## src/rtl/ram_port_ctrl.sv

```systemverilog
// Request controller for one port of a fixed-latency RAM: launches requests,
// tracks reads across the read latency, and returns data through a credited FIFO.
module ram_port_ctrl #(
  parameter int DATA_WIDTH    = 8,
  parameter int ADDRESS_WIDTH = 4,
  parameter int READ_LATENCY  = 2,
  parameter int WRITE_LATENCY = 1,
  parameter int RSP_DEPTH     = 4
) (
  input  logic                     clk,
  input  logic                     rst_n,
  input  logic                     req_valid,
  output logic                     req_ready,
  input  logic                     req_we,
  input  logic [ADDRESS_WIDTH-1:0] req_addr,
  input  logic [DATA_WIDTH-1:0]    req_wdata,
  output logic                     rsp_valid,
  input  logic                     rsp_ready,
  output logic [DATA_WIDTH-1:0]    rsp_rdata,
  output logic                     ram_en,
  output logic                     ram_we,
  output logic [ADDRESS_WIDTH-1:0] ram_addr,
  output logic [DATA_WIDTH-1:0]    ram_din,
  input  logic [DATA_WIDTH-1:0]    ram_dout
);

  localparam int PW = (RSP_DEPTH > 1) ? $clog2(RSP_DEPTH) : 1;
  localparam int CW = $clog2(RSP_DEPTH + 1);
  localparam int OW = $clog2(RSP_DEPTH + READ_LATENCY + 2) + 1;

  // Handshakes: a transfer happens on the rising edge where valid && ready;
  // valid never waits on ready, and req_ready never looks at rsp_ready.
  logic                     req_accept;
  logic                     launch_rd;
  logic [READ_LATENCY-1:0]  rd_pipe;
  logic [WRITE_LATENCY-1:0] hz_valid;
  logic [ADDRESS_WIDTH-1:0] hz_addr [WRITE_LATENCY];
  logic                     hazard;
  logic [OW-1:0]            outstanding;

  logic [DATA_WIDTH-1:0]    mem [RSP_DEPTH];
  logic [PW-1:0]            wr_ptr;
  logic [PW-1:0]            rd_ptr;
  logic [CW-1:0]            count;
  logic [DATA_WIDTH-1:0]    last_rdata;
  logic                     push;
  logic                     pop;
  logic                     full;

  assign req_accept = req_valid && req_ready;
  assign launch_rd  = ram_en && !ram_we;
  assign push       = rd_pipe[READ_LATENCY-1];
  assign rsp_valid  = (count != '0);
  assign pop        = rsp_valid && rsp_ready;
  assign full       = (count == CW'(RSP_DEPTH));
  assign rsp_rdata  = rsp_valid ? mem[rd_ptr] : last_rdata;

  function automatic logic [PW-1:0] next_ptr(input logic [PW-1:0] p);
    return (p == PW'(RSP_DEPTH - 1)) ? '0 : p + PW'(1);
  endfunction

  // Hazard tracker stage 0 mirrors the launch register, so a write blocks
  // same-address reads for exactly WRITE_LATENCY cycles after its accept.
  always_comb begin
    hazard      = 1'b0;
    outstanding = OW'(launch_rd) + OW'(count);
    for (int i = 0; i < WRITE_LATENCY; i++) begin
      if (hz_valid[i] && (hz_addr[i] == req_addr)) hazard = 1'b1;
    end
    for (int i = 0; i < READ_LATENCY; i++) begin
      outstanding = outstanding + OW'(rd_pipe[i]);
    end
    req_ready = req_we || (!hazard && (outstanding < OW'(RSP_DEPTH)));
  end

  always_ff @(posedge clk or negedge rst_n) begin
    if (!rst_n) begin
      ram_en   <= 1'b0;
      ram_we   <= 1'b0;
      ram_addr <= '0;
      ram_din  <= '0;
      rd_pipe  <= '0;
      hz_valid <= '0;
      for (int i = 0; i < WRITE_LATENCY; i++) hz_addr[i] <= '0;
    end else begin
      ram_en <= req_accept;
      ram_we <= req_accept && req_we;
      if (req_accept) begin
        ram_addr <= req_addr;
        ram_din  <= req_wdata;
      end
      rd_pipe[0] <= launch_rd;
      for (int i = 1; i < READ_LATENCY; i++) rd_pipe[i] <= rd_pipe[i-1];
      hz_valid[0] <= req_accept && req_we;
      hz_addr[0]  <= req_addr;
      for (int i = 1; i < WRITE_LATENCY; i++) begin
        hz_valid[i] <= hz_valid[i-1];
        hz_addr[i]  <= hz_addr[i-1];
      end
    end
  end

  always_ff @(posedge clk) begin
    if (push) mem[wr_ptr] <= ram_dout;
  end

  always_ff @(posedge clk or negedge rst_n) begin
    if (!rst_n) begin
      wr_ptr     <= '0;
      rd_ptr     <= '0;
      count      <= '0;
      last_rdata <= '0;
    end else begin
      if (push) wr_ptr <= next_ptr(wr_ptr);
      if (pop)  rd_ptr <= next_ptr(rd_ptr);
      case ({push, pop})
        2'b10:   count <= count + CW'(1);
        2'b01:   count <= count - CW'(1);
        default: count <= count;
      endcase
      if (rsp_valid) last_rdata <= mem[rd_ptr];
    end
  end

  // Credit accounting guarantees a full FIFO is never pushed without a pop.
  always_ff @(posedge clk) begin
    if (rst_n) assert (!(push && full && !pop));
  end

endmodule

```

## config.mk

```make
export PLATFORM = sky130hd
export DESIGN_NAME = ram_port_ctrl
export DESIGN_NICKNAME = d
export VERILOG_FILES = /design/src/rtl/ram_port_ctrl.sv
export SDC_FILE = /design/constraint.sdc
export NUM_CORES = 1
export LEC_CHECK = 0
export BUFFER_PORTS_ARGS = -buffer_cell sky130_fd_sc_hd__buf_2
export CORE_MARGIN = 2
export CORE_UTILIZATION = 59
export DETAILED_ROUTE_END_ITERATION = 10
export GPL_ROUTABILITY_DRIVEN = 0
export PLACE_DENSITY = 0.84
export SLEW_MARGIN = 20
export SYNTH_ARGS = -nofsm -noshare
export SYNTH_HDL_FRONTEND = slang
export SYNTH_SLANG_ARGS = --single-unit
```

## constraint.sdc

```tcl
create_clock -name clk -period 6.12 [get_ports clk]
set_input_delay 0.612 -clock clk [delete_from_list [all_inputs] [get_ports clk]]
set_output_delay 0.612 -clock clk [all_outputs]
set_load 0.05 [all_outputs]
```

# Word-level counts from Yosys, hierarchy flattened
# Memory sizes are Yosys's and may differ from the RTL's.
# Index checks and enable logic that the tools add are counted.
[op_classes] n_addsub=7 magnitude_cmp=1 n_eq_ne=5 n_mux=7 n_reduce_logical=11
[ops] cell="$add A4 B1 Y4" count=2
[ops] cell="$mux W8" count=1
[ops] cell="$eq A2 B2 Y1 const B" count=3
[ops] cell="$logic_and A1 B1 Y1" count=6
[ops] cell="$pmux W3 S2" count=1
[ops] cell="$add A1 B3 Y4" count=1
[ops] cell="$add A2 B1 Y2 const B" count=2
[ops] cell="$eq A4 B4 Y1" count=1
[ops] cell="$lt A4 B3 Y1 const B" count=1
[ops] cell="$mux W2" count=2
[ops] cell="$add A3 B1 Y3 const B" count=1
[ops] cell="$mux W1" count=3
[ops] cell="$reduce_bool A3 Y1" count=1
[ops] cell="$sub A3 B1 Y3 const B" count=1
[ops] cell="$eq A2 B1 Y1 const B" count=1
[ops] cell="$logic_not A1 Y1" count=2
[ops] cell="$reduce_bool A2 Y1" count=1
[ops] cell="$logic_or A1 B1 Y1" count=1
[word_totals] ff_bits=35 ramBits=32 inputBits=25 wordCells=42 n_memories=1
[memory_table] memory="mem" words=4 word_bits=8 read_ports=1 rd_clocked_by_memory_dff=0 wr=1 line_no="41" rtl="logic [DATA_WIDTH-1:0] mem [RSP_DEPTH];"

# Logic depth before layout (Yosys ltp)
# Gate-level depths: netlist of the first run.
[depth] ltp_word=10 mapped_depth=10 ltp_nobuf=9

# Worst setup path after synthesis of the first run
# OpenSTA, ideal clock, no wires.
[synth_path] path_kind="reg-to-reg" start="reg hz_valid" end="reg ram_addr[0]" setup_ns=0.125 t_arrival_ns=2.658 t_required_ns=5.995 slack_ns=3.337 path_stages_with_launch=9 path_cell_list="dfrtp_1 > nor2b_1 > fa_1 > ha_1 > a311oi_2 > o21ai_1 > a41oi_4 > buf_12 > mux2_4"
[synth_via] elab_chain_len=9
[synth_lines] element="start: declaration" line_no="36" rtl="logic [WRITE_LATENCY-1:0] hz_valid;"
[synth_lines] element="start signal: indexed assignment" line_no="97" rtl="hz_valid[i] <= hz_valid[i-1];"
[synth_lines] element="$logic_not A1 Y1"
[synth_lines] element="$logic_and A1 B1 Y1"
[synth_lines] element="named net launch_rd" line_no="34" rtl="logic launch_rd;"
[synth_lines] element="$add A1 B3 Y4"
[synth_lines] element="$add A4 B1 Y4 (2 in series)"
[synth_lines] element="$lt A4 B3 Y1"
[synth_lines] element="$logic_and A1 B1 Y1" line_no="73" rtl="req_ready = req_we || (!hazard && (outstanding < OW'(RSP_DEPTH)));"
[synth_lines] element="$logic_or A1 B1 Y1" line_no="73"
[synth_lines] element="$logic_and A1 B1 Y1" line_no="50" rtl="assign req_accept = req_valid && req_ready;"
[synth_lines] element="named net req_accept" line_no="33" rtl="logic req_accept;"
[synth_lines] element="end signal: assignment" line_no="89" rtl="ram_addr <= req_addr;"
[synth_lines] element="end: declaration" line_no="22" rtl="output logic [ADDRESS_WIDTH-1:0] ram_addr,"
# The timed path passes the listed nets, and every way through them passes these cells.
# A chain may end at the register's enable or synchronous reset.

# Worst setup path after layout of the first run
[layout_path] start="reg hz_valid" end="out req_ready"
[layout_via] elab_chain_len=8
[layout_lines] element="$logic_not A1 Y1"
[layout_lines] element="$logic_and A1 B1 Y1"
[layout_lines] element="named net launch_rd" line_no="34"
[layout_lines] element="$add A1 B3 Y4"
[layout_lines] element="$add A4 B1 Y4 (2 in series)"
[layout_lines] element="$lt A4 B3 Y1"
[layout_lines] element="$logic_and A1 B1 Y1" line_no="73"
[layout_lines] element="$logic_or A1 B1 Y1" line_no="73"
[layout_lines] element="end: declaration" line_no="13" rtl="output logic req_ready,"
# The timed path passes the listed nets, and every way through them passes these cells.

==> flow_summary.ini, run 1 <==
[min_path]
hold_path_class = in -> async

[synth]
synth_top_area_frac = 0.354
ys_top_cells_by_area = edfxtp_1 35%, dfrtp_1 32%, mux4_2 6.6%
synth_area_sq_um = 2720
ys.warnings.count = 0
ys_ff_latch = 67
synth_largest_area_cell = edfxtp_1
synthAdderAreaFrac = 0.0470
synth_compound_area_frac = 0.0272
yosysUniqueCellTypes = 29
synthesis.nets = 180
synthSimpleGateAreaFrac = 0.0341
yosys.area_share.xor_xnor = 0.0226
syn_area_per_cell_sq_um = 18.6
yosys-mux-area-fraction = 0.170
netlist_instances = 146
ys_seq_area_frac = 0.676
synth_top_family_by_area = multiplexers

[layout]
fillers = 282
final_cells = 258
layout_commonest_cell = buf_2
area_growth_syn_to_layout_pct = 16.5
multi_input_area_sq_um = 816
diodes = 0
nets = 235
layout.area.seq_sq_um = 1840
layout-drive-gt1-share = 0.466
fin_util = 0.722
final_cell_mix = 48 x buf_2, 35 x dfrtp_1, 32 x edfxtp_1, 12 x mux2_2

[grt]
antenna_found_initial = 0
grtUsageMet2 = 0.352
use_met3 = 0.0633
grt_util_all_layers = 0.209
met1_usage = 0.255
grt_pass1_vias = 1599
grt_pass1_wl_microns = 7760
grt_busiest_layer = met2
gr-total-overflow = 0
grt_max_degree = 36

[pwr]
power.switching_w = 0.000678
total_leakage_power_nw = 1.35
ir_worst_vdd_v = 0.000256
internal_power_w = 0.00102
p_sw_frac = 0.399
clkPwrFrac = 0.196
p_comb_frac = 0.409
p_total_w = 0.00170
power_density_nw_per_um2 = 536
p_seq_frac = 0.395

[clocking]
clock-sinks = 67
post_cts_resized = 0
cts.clk_slew.worst_paths_ns = 0.07
cts_max_path_buffers = 2
htreeDepth = 3
root_buffer = clkbuf_8
insertion_delay_ns = 0.32
post_cts_buffers = 0
cts_made_buffers = 9
postCtsHoldBufs = 0
cts_tree = built

[timing]
worst_clock_skew_ns = 0.00824
max_freq_mhz = 338
tightest_slew_ns = 0.760
fin_ws_ns = 3.16
fin_tns_setup_ns = 0
finalHoldViolCount = 0
finalMaxSlewViolations = 0
relSlewSlack = 0.494
rsz0062_at_grt = false
period_share = 0.484
period_minus_slack_ns = 2.96
finalSetupViolCount = 0

[worst_setup_path]
critPathCaptureType = output pin
critPathRequiredTime_ns = 5.51
critPathSlowestCell = dfrtp_1
crit_chain = nor2b_1 > fa_1 > ha_1 > a311oi_2 > a21o_2 > buf_2
startpoint = hz_valid
timing.rr.start = hz_valid
cpPeakStageDelay_ns = 0.43
critical_path_class = reg -> out
worst_setup_path_start_kind = flip-flop
path_max_fanout = 4
cp_data_arrival_time_ns = 2.35

[die]
fp.dieArea_sq_um = 5160
die_h_microns = 71.9
dieWidth_microns = 71.9
design.core.area_sq_um = 4380
core.rowCount = 24
start_util = 0.620
ios = 49

[placed_design]
dp_cells = 242
place_hpwl_microns = 3420
place.port_buffers = 48
post-place-ws_ns = 3.31

[detailed_routing]
wire_per_inst_microns = 18.4
ant_nets = 0
drc_errors = 0
routed_via_density = 5.48
wirelength_microns = 4750
first_pass_iters = 4
vias = 1414
first_iter_violations = 58

[run]
cap_violations = 0

[run_status]
status = complete, no violations
critical path: cells and delay by family (launching register included):
| kind | cells | cell delay, ns |
|---|---|---|
| buffers and inverters | 1 | 0.25 |
| DFF | 1 | 0.43 |
| AOI/OAI and AO/OA | 2 | 0.52 |
| and+or+nand+nor | 1 | 0.11 |
| adders and majority gates | 2 | 0.73 |
per-layer routing:
layer,share of wire,vias to the layer above
li1,-,645
met1,0.40,725
met2,0.54,39
met3,0.045,5
met4,0.0097,0
met5,0,-
metrics by stage:
stage                     cell area (sq um)  hold WS (ns)
final                                  3170         0.357
after global routing                   3170         0.416
after detailed placement               2990         0.406
after floorplan                        2720         0.316
after global placement                 2990         0.409
after CTS                              3170         0.387
flip-flops by register name (all words and copies together) (netlist names):
name / count
rd_pipe: 2
last_rdata: 8
wr_ptr: 2
mem: 32
hz_addr: 4
hz_valid: 1
ram_addr: 4
ram_en: 1
ram_din: 8
count: 3
rd_ptr: 2
worst paths after layout:
kind / endpoint / slack, ns / cells past startpoint
worst max-delay path: req_ready / 3.16 / 6
worst min-delay path: ram_din[6] / 0.36 / 1
worst max register to register: ram_din[7] / 3.31 / 7
worst min register to register: rd_pipe[1] / 0.44 / 0
max in group asynchronous: last_rdata[3] / 5.27 / 1
min in group clk: hz_addr[0] / 0.44 / 1
synth_stat cells:
| cell type | n |
|---|---|
| dfrtp_1 | 35 |
| edfxtp_1 | 32 |
| mux2_2 | 12 |
| mux2_4 | 9 |
| inv_1 | 8 |
| mux4_2 | 8 |
| ha_1 | 7 |
| xor2_1 | 5 |
| and2_2 | 4 |
| buf_2 | 2 |
| fa_1 | 2 |
| nand2_1 | 2 |
| o21ai_0 | 2 |
| or3_1 | 2 |
| xnor2_1 | 2 |
| a21o_1 | 1 |
| a21o_2 | 1 |
| a311oi_2 | 1 |
| a41oi_4 | 1 |
| and2_1 | 1 |
| buf_12 | 1 |
| clkbuf_1 | 1 |
| mux2i_1 | 1 |
| nand3_1 | 1 |
| nor2_1 | 1 |
| nor2b_1 | 1 |
| nor3_1 | 1 |
| nor3_4 | 1 |
| o21ai_1 | 1 |
cells by family (layout without fill, tap and decap cells):
| family | count (synthesis) | after routing |
|---|---|---|
| AOI/OAI and AO/OA | 7 | 7 |
| xor gates and xnor gates | 7 | 7 |
| adders and majority gates | 9 | 9 |
| buffers and inverters | 12 | 72 |
| DFF | 67 | 67 |
| muxes | 30 | 30 |
| and+or+nand+nor | 14 | 14 |
power groups by stage:
| stage | clock network (W) | registers [W] | logic (W) |
|---|---|---|---|
| after floorplan | 0 | 0.000747 | 0.000477 |
| after global placement | 0 | 0.000670 | 0.000670 |
| after detailed placement | 0 | 0.000682 | 0.000698 |
| after CTS | 0.000339 | 0.000674 | 0.000702 |
| after global routing | 0.000359 | 0.000686 | 0.000743 |
| final | 0.000333 | 0.000671 | 0.000694 |
cell type report:
class | count | share of cell area
clock buffers | 13 | 0.0439
repair buffers | 48 | 0.0759
clock inverters | 3 | 0.0123
inverters | 8 | 0.00949
multi-input cells | 67 | 0.258
well taps | 52 | 0.0206
flip-flops and latches | 67 | 0.580
Note: power is estimated with default switching activity, not from simulation.
==> run 2, diff against run 1 <==
Settings changed: CORE_UTILIZATION 59 to 55, PLACE_DENSITY 0.84 to 0.79.
Clock period 6.12 ns to 2.94 ns, I/O delays scaled along.
==> flow_summary.ini, run 2 (same netlist as run 1, synthesis figures left out) <==
[detailed_routing]
drc_errors = 0
first_pass_iters = 4
first_iter_violations = 63
wirelength_microns = 4660
vias = 1412
routed_via_density = 5.15
ant_nets = 0
wire_per_inst_microns = 17.0

[layout]
fin_util = 0.666
largestRegisters = mem: 32 flops, last_rdata: 8 flops, ram_din: 8 flops
final_cell_mix = 48 x buf_2, 35 x dfrtp_1, 32 x edfxtp_1, 12 x mux2_2
area_growth_syn_to_layout_pct = 16.5
layout_commonest_cell = buf_2
nets = 236
layout-drive-gt1-share = 0.459
regMostFlops = mem
largest_reg_flops = 32
diodes = 0

[worst_setup_path]
cpPeakStageDelay_ns = 0.42
critical_path_class = reg -> reg
worst_setup_path_start_kind = flip-flop
cp_data_arrival_time_ns = 2.83
crit_family = adder cells
critPathCaptureType = flip-flop
crit_chain = nor2b_1 > fa_1 > ha_1 > a311oi_2 > o21ai_1 > a41oi_4 > buf_4 > mux2_2
critPathRequiredTime_ns = 3.15
critPathSlowestCell = fa_1
critPathBufInv = 1
path_max_fanout = 13

[die]
fp.dieArea_sq_um = 5520
design.core.area_sq_um = 4750
core.rowCount = 25
start_util = 0.571
ios = 49
dieWidth_microns = 74.3
die_h_microns = 74.3

[timing]
fin_tns_setup_ns = 0
relSlewSlack = 0.462
rsz0062_at_grt = false
finalSetupViolCount = 0
worst_clock_skew_ns = 0.00522
finalHoldViolCount = 0
period_share = 0.889
tightest_slew_ns = 0.807
period_minus_slack_ns = 2.61
finalMaxSlewViolations = 0
max_freq_mhz = 383

[clocking]
insertion_delay_ns = 0.33
post_cts_buffers = 0
clock-sinks = 67
htreeDepth = 3
root_buffer = clkbuf_8
cts_made_buffers = 9
cts_max_path_buffers = 2
cts.clk_slew.worst_paths_ns = 0.07
cts_tree = built
post_cts_resized = 0
postCtsHoldBufs = 0

[min_path]
hold_path_class = in -> async

[grt]
met1_usage = 0.238
grt_pass1_wl_microns = 7270
use_met3 = 0.0650
antenna_found_initial = 0
grtUsageMet2 = 0.303
grt_max_degree = 36
grt_busiest_layer = met2
grt_pass1_vias = 1486
grt_util_all_layers = 0.192
gr-total-overflow = 0

[pwr]
ir_worst_vdd_v = 0.000488
total_leakage_power_nw = 1.34
power_density_nw_per_um2 = 1090

[run]
cap_violations = 0

[placed_design]
place_hpwl_microns = 3290
place.port_buffers = 48

[run_status]
status = complete, no violations
## run 2: power breakdown
group	switching, W	total, W	internal [W]	leakage [nW]
registers	0.000169	0.00139	0.00122	0.705
clock network	0.000305	0.000614	0.000309	0.0730
logic	0.000930	0.00144	0.000511	0.558
## run 2: per-layer routing
layer | share of wire | vias to the layer above | wire length, microns
met5 | 0 | - | 0
met4 | 0.016 | 0 | 74
met3 | 0.064 | 6 | 298
met2 | 0.52 | 46 | 2410
met1 | 0.40 | 715 | 1880
li1 | - | 645 | -
## run 2: area by class of cell
| cell class | instances | area [sq um] |
|---|---|---|
| Fill cell | 344 | 1590 |
| Multi-Input combinational cell | 67 | 816 |
| Sequential cell | 67 | 1840 |
| Timing Repair Buffer | 49 | 248 |
| Tap cell | 67 | 83.8 |
| Inverter | 8 | 30.0 |
| Clock buffer | 16 | 150 |
## run 2: per-stage QoR
step	power, W	cell area [sq um]	cells	worst slack [ns]	hold slack [ns]
after global routing	0.00364	3160	274	0.164	0.0913
after detailed placement	0.00287	3010	258	0.311	0.398
after global placement	0.00280	3010	258	0.430	0.405
after floorplan	0.00255	2720	146	0.157	-0.00159
after CTS	0.00349	3160	274	0.303	0.0609
final	0.00345	3160	274	0.327	0.0493
## run 2: worst paths after layout
check,to,depth (start not counted),slack (ns),startpoint
setup / recovery,ram_din[7],8,0.33,ram_en
hold / removal,last_rdata[2],1,0.05,rst_n
setup reg to reg,ram_din[7],8,0.33,ram_en
hold reg to reg,rd_pipe[1],0,0.43,rd_pipe[0]
max in group asynchronous,wr_ptr[1],1,2.37,rst_n
min in group clk,hz_addr[2],1,0.10,req_addr[2]
